File: src/rtl/uart_tx_fifo_if.sv
// Purpose: write-side handshake bundle for uart_tx_fifo (word, valid, ready).
// Latency: none, plain wires.
// Backpressure: s_ready low means the transmitter's buffer is full.
interface uart_tx_fifo_if #(
   parameter int DATA_BITS = 8
);
   logic [DATA_BITS-1:0] s_data;
   logic                 s_valid;
   logic                 s_ready;

   modport master (output s_data, output s_valid, input s_ready);
   modport slave  (input s_data, input s_valid, output s_ready);
endinterface

File: src/rtl/uart_tx_fifo.sv
// Purpose: UART transmitter with a FIFO_DEPTH-word buffer, frame format fixed at elaboration.
// Latency: a word accepted into an empty idle buffer starts its start bit on the next edge.
// Backpressure: s_ready drops while the buffer holds FIFO_DEPTH words; frames run back-to-back.
module uart_tx_fifo #(
   parameter int CLK_FREQ    = 48000000,
   parameter int BAUD_RATE   = 480000,
   parameter int DATA_BITS   = 8,
   parameter int PARITY_MODE = 0,
   parameter int STOP_BITS   = 1,
   parameter int FIFO_DEPTH  = 16
) (
   input  logic                          clk,
   input  logic                          reset,
   uart_tx_fifo_if.slave                 s,
   output logic                          tx,
   output logic                          tx_busy,
   output logic [$clog2(FIFO_DEPTH):0]   fifo_count
);

   localparam int CPB = CLK_FREQ / BAUD_RATE;
   localparam int AW  = $clog2(FIFO_DEPTH);
   localparam int CW  = AW + 1;
   localparam int BCW = (CPB >= 2) ? $clog2(CPB) : 1;

   localparam logic [2:0] S_IDLE   = 3'd0;
   localparam logic [2:0] S_START  = 3'd1;
   localparam logic [2:0] S_DATA   = 3'd2;
   localparam logic [2:0] S_PARITY = 3'd3;
   localparam logic [2:0] S_STOP   = 3'd4;

   // Illegal frame or buffer geometry is rejected while elaborating.
   if (CPB < 2 || DATA_BITS < 5 || DATA_BITS > 9 || PARITY_MODE < 0 || PARITY_MODE > 2 ||
       STOP_BITS < 1 || STOP_BITS > 2 || FIFO_DEPTH < 2 ||
       (FIFO_DEPTH & (FIFO_DEPTH - 1)) != 0) begin : g_bad_params
      $fatal(1, "uart_tx_fifo: illegal parameter combination");
   end

   logic [DATA_BITS-1:0] mem_q [FIFO_DEPTH];
   logic [AW-1:0]        wr_ptr_q, rd_ptr_q;
   logic [CW-1:0]        count_q, count_d;
   logic [2:0]           state_q, state_d;
   logic [BCW-1:0]       baud_q, baud_d;
   logic [3:0]           bit_q, bit_d;
   logic [DATA_BITS-1:0] shift_q, shift_d;
   logic                 par_q, par_d;
   logic                 push, pop, bit_end;
   logic [DATA_BITS-1:0] head;

   // Full/empty come from the registered count; pointers simply wrap.
   assign s.s_ready  = (count_q != CW'(FIFO_DEPTH));
   assign push       = s.s_valid && s.s_ready;
   assign bit_end    = (baud_q == BCW'(CPB - 1));
   assign head       = mem_q[rd_ptr_q];
   assign fifo_count = count_q;
   assign tx_busy    = (state_q != S_IDLE);

   // Frame sequencer: picks the next state, bit counters and the pop request.
   always_comb begin
      state_d = state_q;
      baud_d  = bit_end ? '0 : baud_q + BCW'(1);
      bit_d   = bit_q;
      shift_d = shift_q;
      par_d   = par_q;
      pop     = 1'b0;
      case (state_q)
         S_IDLE: begin
            baud_d = '0;
            bit_d  = '0;
            if (count_q != '0) begin
               pop     = 1'b1;
               state_d = S_START;
            end
         end
         S_START: begin
            if (bit_end) begin
               state_d = S_DATA;
               bit_d   = '0;
            end
         end
         S_DATA: begin
            if (bit_end) begin
               shift_d = shift_q >> 1;
               if (bit_q == 4'(DATA_BITS - 1)) begin
                  bit_d   = '0;
                  state_d = (PARITY_MODE != 0) ? S_PARITY : S_STOP;
               end else begin
                  bit_d = bit_q + 4'd1;
               end
            end
         end
         S_PARITY: begin
            if (bit_end) begin
               state_d = S_STOP;
               bit_d   = '0;
            end
         end
         S_STOP: begin
            if (bit_end) begin
               if (bit_q == 4'(STOP_BITS - 1)) begin
                  bit_d = '0;
                  if (count_q != '0) begin
                     pop     = 1'b1;
                     state_d = S_START;
                  end else begin
                     state_d = S_IDLE;
                  end
               end else begin
                  bit_d = bit_q + 4'd1;
               end
            end
         end
         default: begin
            state_d = S_IDLE;
            baud_d  = '0;
            bit_d   = '0;
         end
      endcase
      // The frame owns a private copy of the word, so later buffer or input changes cannot leak in.
      if (pop) begin
         shift_d = head;
         par_d   = (PARITY_MODE == 1) ? ^head : ~^head;
      end
   end

   // Occupancy: a simultaneous push and pop leaves the count unchanged.
   always_comb begin
      count_d = count_q;
      case ({push, pop})
         2'b10:   count_d = count_q + CW'(1);
         2'b01:   count_d = count_q - CW'(1);
         default: count_d = count_q;
      endcase
   end

   // Line level is decoded straight from registered state so reset forces it high at once.
   always_comb begin
      tx = 1'b1;
      case (state_q)
         S_START:  tx = 1'b0;
         S_DATA:   tx = shift_q[0];
         S_PARITY: tx = par_q;
         default:  tx = 1'b1;
      endcase
   end

   // Buffer storage needs no reset; reads are gated by a non-zero count.
   always_ff @(posedge clk) begin
      if (push) mem_q[wr_ptr_q] <= s.s_data;
   end

   // Control state and buffer pointers; reset discards any frame and queued words.
   always_ff @(posedge clk or negedge reset) begin
      if (!reset) begin
         state_q  <= S_IDLE;
         baud_q   <= '0;
         bit_q    <= '0;
         shift_q  <= '0;
         par_q    <= 1'b0;
         count_q  <= '0;
         wr_ptr_q <= '0;
         rd_ptr_q <= '0;
      end else begin
         state_q <= state_d;
         baud_q  <= baud_d;
         bit_q   <= bit_d;
         shift_q <= shift_d;
         par_q   <= par_d;
         count_q <= count_d;
         if (push) wr_ptr_q <= wr_ptr_q + AW'(1);
         if (pop)  rd_ptr_q <= rd_ptr_q + AW'(1);
      end
   end

endmodule
File: src/flat_wrapper.sv
// flat-port wrapper written by rule: the top's interface ports become plain ports
module uart_tx_fifo_flat 
#(
   parameter int CLK_FREQ    = 48000000,
   parameter int BAUD_RATE   = 480000,
   parameter int DATA_BITS   = 8,
   parameter int PARITY_MODE = 0,
   parameter int STOP_BITS   = 1,
   parameter int FIFO_DEPTH  = 16
)
  (clk, reset, tx, tx_busy, fifo_count, s_s_data, s_s_valid, s_s_ready);
  uart_tx_fifo_if #(.DATA_BITS(DATA_BITS)) s_i ();
  input  logic clk;
  input  logic reset;
  output logic tx;
  output logic tx_busy;
  output logic [$clog2(FIFO_DEPTH):0] fifo_count;
  input wire logic [$bits(s_i.s_data)-1:0] s_s_data;
  input wire logic [$bits(s_i.s_valid)-1:0] s_s_valid;
  output wire logic [$bits(s_i.s_ready)-1:0] s_s_ready;
  assign s_i.s_data = s_s_data;
  assign s_i.s_valid = s_s_valid;
  assign s_s_ready = s_i.s_ready;
  uart_tx_fifo #(.CLK_FREQ(CLK_FREQ), .BAUD_RATE(BAUD_RATE), .DATA_BITS(DATA_BITS), .PARITY_MODE(PARITY_MODE), .STOP_BITS(STOP_BITS), .FIFO_DEPTH(FIFO_DEPTH)) u_core (.clk(clk), .reset(reset), .s(s_i), .tx(tx), .tx_busy(tx_busy), .fifo_count(fifo_count));
endmodule
File: config.mk
export PLATFORM = sky130hd
export DESIGN_NAME = uart_tx_fifo_flat
export DESIGN_NICKNAME = d
export VERILOG_FILES = /design/src/rtl/uart_tx_fifo_if.sv /design/src/rtl/uart_tx_fifo.sv /design/src/flat_wrapper.sv
export SDC_FILE = /design/constraint.sdc
export NUM_CORES = 1
export LEC_CHECK = 0
export CORE_ASPECT_RATIO = 0.8
export CORE_MARGIN = 3
export CORE_UTILIZATION = 55
export CTS_BUF_LIST = sky130_fd_sc_hd__clkbuf_4 sky130_fd_sc_hd__clkbuf_8
export DETAILED_ROUTE_END_ITERATION = 6
export PLACE_DENSITY_LB_ADDON = 0.1
export REMOVE_ABC_BUFFERS = 1
export SLEW_MARGIN = 20
export SYNTH_ARGS = -nofsm -noshare
export SYNTH_HDL_FRONTEND = slang
export SYNTH_SLANG_ARGS = --single-unit
File: constraint.sdc
create_clock -name clk -period 5.15 [get_ports clk]
set_input_delay 1.03 -clock clk [delete_from_list [all_inputs] [get_ports clk]]
set_output_delay 1.03 -clock clk [all_outputs]
set_load 0.005 [all_outputs]
==> impl_metrics.py <==
metrics = {
    "timing": {
        "report.final.slew_viol_count": 0,
        "final_hold_viol_count": 0,
        "worst_pin_slew_ns": 1.07,
        "worst_slew_margin_rel": 0.284,
        "finalCritPeriodShare": 0.632,
        "setup_ws_ns": 1.90,
        "fmax_mhz": 307,
        "finClkSkew_ns": 0.0175,
        "period_minus_slack_ns": 3.25,
        "rsz0062_at_grt": "false",
        "setup_viol": 0,
        "finalSetupTns_ns": 0,
    },
    "power": {
        "ir_drop_mv": 0.296,
        "total_power_mw": 4.42,
        "p_per_area_nw_per_um2": 582,
        "p_leak_nw": 2.68,
    },
    "clock_network": {
        "cts.sinks": 164,
        "ctsResizeCount": 0,
        "cts_tree": "yes",
        "cts_buffer_depth": 2,
        "clkTransAtPathRegs_ns": 0.10,
        "numCtsBuffers": 17,
        "postCtsHoldBufs": 0,
        "cts_setup_buffers": 0,
        "cts_max_level": 4,
        "cts-root-buf": "clkbuf_8",
        "clk-insertion-delay-late_ns": 0.45,
    },
    "synth": {
        "avgSynthCellArea_um2": 16.4,
        "yosys_warnings": 0,
        "synth_seq_cells": 164,
        "synth_edf_count": 128,
        "synth_area_um2": 6840,
        "synth_area_leaders": "edfxtp_1 (56%), dfrtp_1 (13%), mux4_2 (11%), xnor2_1 (2.3%), a22oi_1 (2.1%)",
        "synth.largest_area_cell": "edfxtp_1",
        "synth_cell_types": 39,
        "synth_ff_type": "edfxtp_1",
        "netlist.area_leader.share": 0.562,
        "async_flop_share": 0.220,
        "ys_seq_area_frac": 0.694,
        "netlist_instances": 418,
    },
    "worst_setup_path": {
        "critPathKind": "register to register",
        "reg2reg_depth": 14,
        "cp-start-kind": "register",
        "critical_path.max_fanout": 9,
        "required_ns": 5.48,
        "rr_endpoint": "u_core.fifo_count[4]$_DFFE_PN0P_",
        "cp.arrival_ns": 3.58,
        "critPathCaptureType": "register",
        "reg2reg_from": "u_core.baud_q[4]$_DFF_PN0_",
        "ff2ff_setup_slack_ns": 1.90,
    },
    "grt": {
        "grt_pass1_vias": 3661,
        "antenna_found_initial": 0,
        "grt_usage": 0.207,
        "grt.overflow.total": 0,
        "grt_max_degree": 37,
        "grt_pass1_wl_um": 20700,
    },
    "route": {
        "drc_errors": 0,
        "post_drt_wl_per_cell_um": 21.4,
        "first_pass_iters": 5,
        "first_iter_violations": 271,
        "vias": 3612,
        "ant_nets": 0,
        "routed_wl_um": 12900,
        "viasPerCell": 5.99,
    },
    "placement": {
        "io_buffers": 18,
        "dpl.hpwl_um": 8230,
        "finalWeightedCongestion": 0.770,
        "dp_slack_ns": 1.69,
    },
    "floorplanning": {
        "die_w_um": 131,
        "die_h_um": 106,
        "num_io_pins": 19,
        "die_area_um2": 13800,
        "placeableCoreArea_um2": 11800,
        "start_util": 0.578,
        "num_rows": 35,
    },
    "hold_path": {
        "min-delay-start": "u_core.baud_q[0]$_DFF_PN0_",
        "hold_path.class": "register to register",
        "hold-path-endpoint": "u_core.baud_q[0]$_DFF_PN0_",
        "whs_path_depth": 1,
    },
    "final_layout": {
        "fillers": 864,
        "final_nets": 464,
        "multiInputGateArea_um2": 1960,
        "drive_above_1_share": 0.171,
        "diodes": 0,
        "syn2layout_area_growth_pct": 11.2,
        "ff_latch_area_um2": 4750,
    },
    "outcome": {
        "outcome": "finished clean",
    },
    "flow_run": {
        "cap_violations": 0,
    },
}
==> power by group <==
part	internal [mW]	switching [mW]
Combinational	0.731	0.787
Clock	0.564	0.494
Sequential	1.65	0.194
==> cells in the mapped netlist, types with 4 or more instances <==
cell type  instances
inv_1              7
clkbuf_1           8
xnor2_1           18
a21oi_1            4
mux2_2             4
buf_2              4
ha_1              11
nand3_1            6
nor2_1            32
nor2b_1            6
a22oi_1           19
nand2_1           37
mux2i_1            5
dfrtp_1           36
edfxtp_1         128
xor2_1             9
nor3_1             7
o21ai_0           10
nand2b_1           4
mux4_2            32
==> worst max-delay path, stage by stage, from the launching register on <==
cell	delay [ns]
dfrtp_1	0.43
nor4b_1	0.32
nand3_1	0.31
or2_2	0.41
a21oi_2	0.21
ha_1	0.31
xor2_1	0.19
ha_1	0.23
nor2_1	0.06
a22oi_1	0.14
nor2_1	0.06
a21oi_1	0.13
o22a_1	0.14
nor2_1	0.04
xor2_1	0.15
==> per-stage QoR <==
stage / cells / utilization / hold slack, ns / cell area (um2)
after floorplan: 399 / - / 0.425 / 6730
after global placement: 571 / 0.604 / 0.442 / 7140
after detailed placement: 571 / 0.604 / 0.472 / 7140
after CTS: 603 / 0.643 / 0.485 / 7600
after global routing: 603 / 0.643 / 0.496 / 7600
final: 603 / 0.643 / 0.482 / 7600
==> how the worst max path moves through the flow <==
stage | from | to | slack [ns] | depth (start not counted)
final | u_core.baud_q[4]$_DFF_PN0_ | u_core.fifo_count[4]$_DFFE_PN0P_ | 1.90 | 14
after CTS | u_core.baud_q[4]$_DFF_PN0_ | u_core.fifo_count[4]$_DFFE_PN0P_ | 1.89 | 14
after global routing | u_core.baud_q[4]$_DFF_PN0_ | u_core.fifo_count[4]$_DFFE_PN0P_ | 1.55 | 14
after floorplan | u_core.baud_q[4]$_DFF_PN0_ | u_core.fifo_count[4]$_DFFE_PN0P_ | 1.85 | 14
after detailed placement | s_s_valid | u_core.fifo_count[4]$_DFFE_PN0P_ | 1.69 | 13
after global placement | s_s_valid | u_core.fifo_count[4]$_DFFE_PN0P_ | 1.78 | 13
==> cells in the final DEF, fill, tap and decap left out, types with 5 or more instances in the layout <==
master and instances:
inv_6 6, clkbuf_8 18, edfxtp_1 128, buf_4 6, nor3_1 7, nand2_1 37
inv_1 7, ha_1 11, a22oi_1 19, clkdlybuf4s50_1 17, o21ai_0 10, mux2i_1 5
nor2b_1 6, nor2_1 32, dfrtp_1 35, nand3_1 6, mux4_2 32, xnor2_1 18
xor2_1 9
==> cells by family after synthesis <==
group | synth area share
buffers and inverters | 0.0189
XOR/XNOR | 0.0346
adder cells (fa/ha/maj) | 0.0201
multiplexers | 0.119
AND/OR/NAND/NOR | 0.0701
AO/OA/AOI/OAI | 0.0428
flip-flops | 0.694
==> registers in the layout, indices dropped and copies added, names as in the netlist <==
register,count
u_core.shift_q,8
u_core.bit_q,4
u_core.mem_q,128
u_core.baud_q,7
u_core.rd_ptr_q,4
u_core.wr_ptr_q,4
u_core.state_q,3
u_core.par_q,1
u_core.fifo_count,5
==> layout make-up <==
class / count / share of cell area
clock inverters: 13 / 0.0273
well taps: 148 / 0.0244
inverters: 7 / 0.00346
repair buffers: 24 / 0.0290
clock buffers: 19 / 0.0336
flip-flops and latches: 164 / 0.624
multi-input cells: 228 / 0.258
==> per-layer routing <==
| metal | global-route usage | vias up | part of all wire |
|---|---|---|---|
| met5 | 0 | - | 0 |
| met2 | 0.295 | 103 | 0.46 |
| met4 | 0.0529 | 0 | 0.0081 |
| li1 | - | 1639 | - |
| met3 | 0.0502 | 10 | 0.047 |
| met1 | 0.324 | 1860 | 0.49 |
Power figures use the tool's default switching activity.
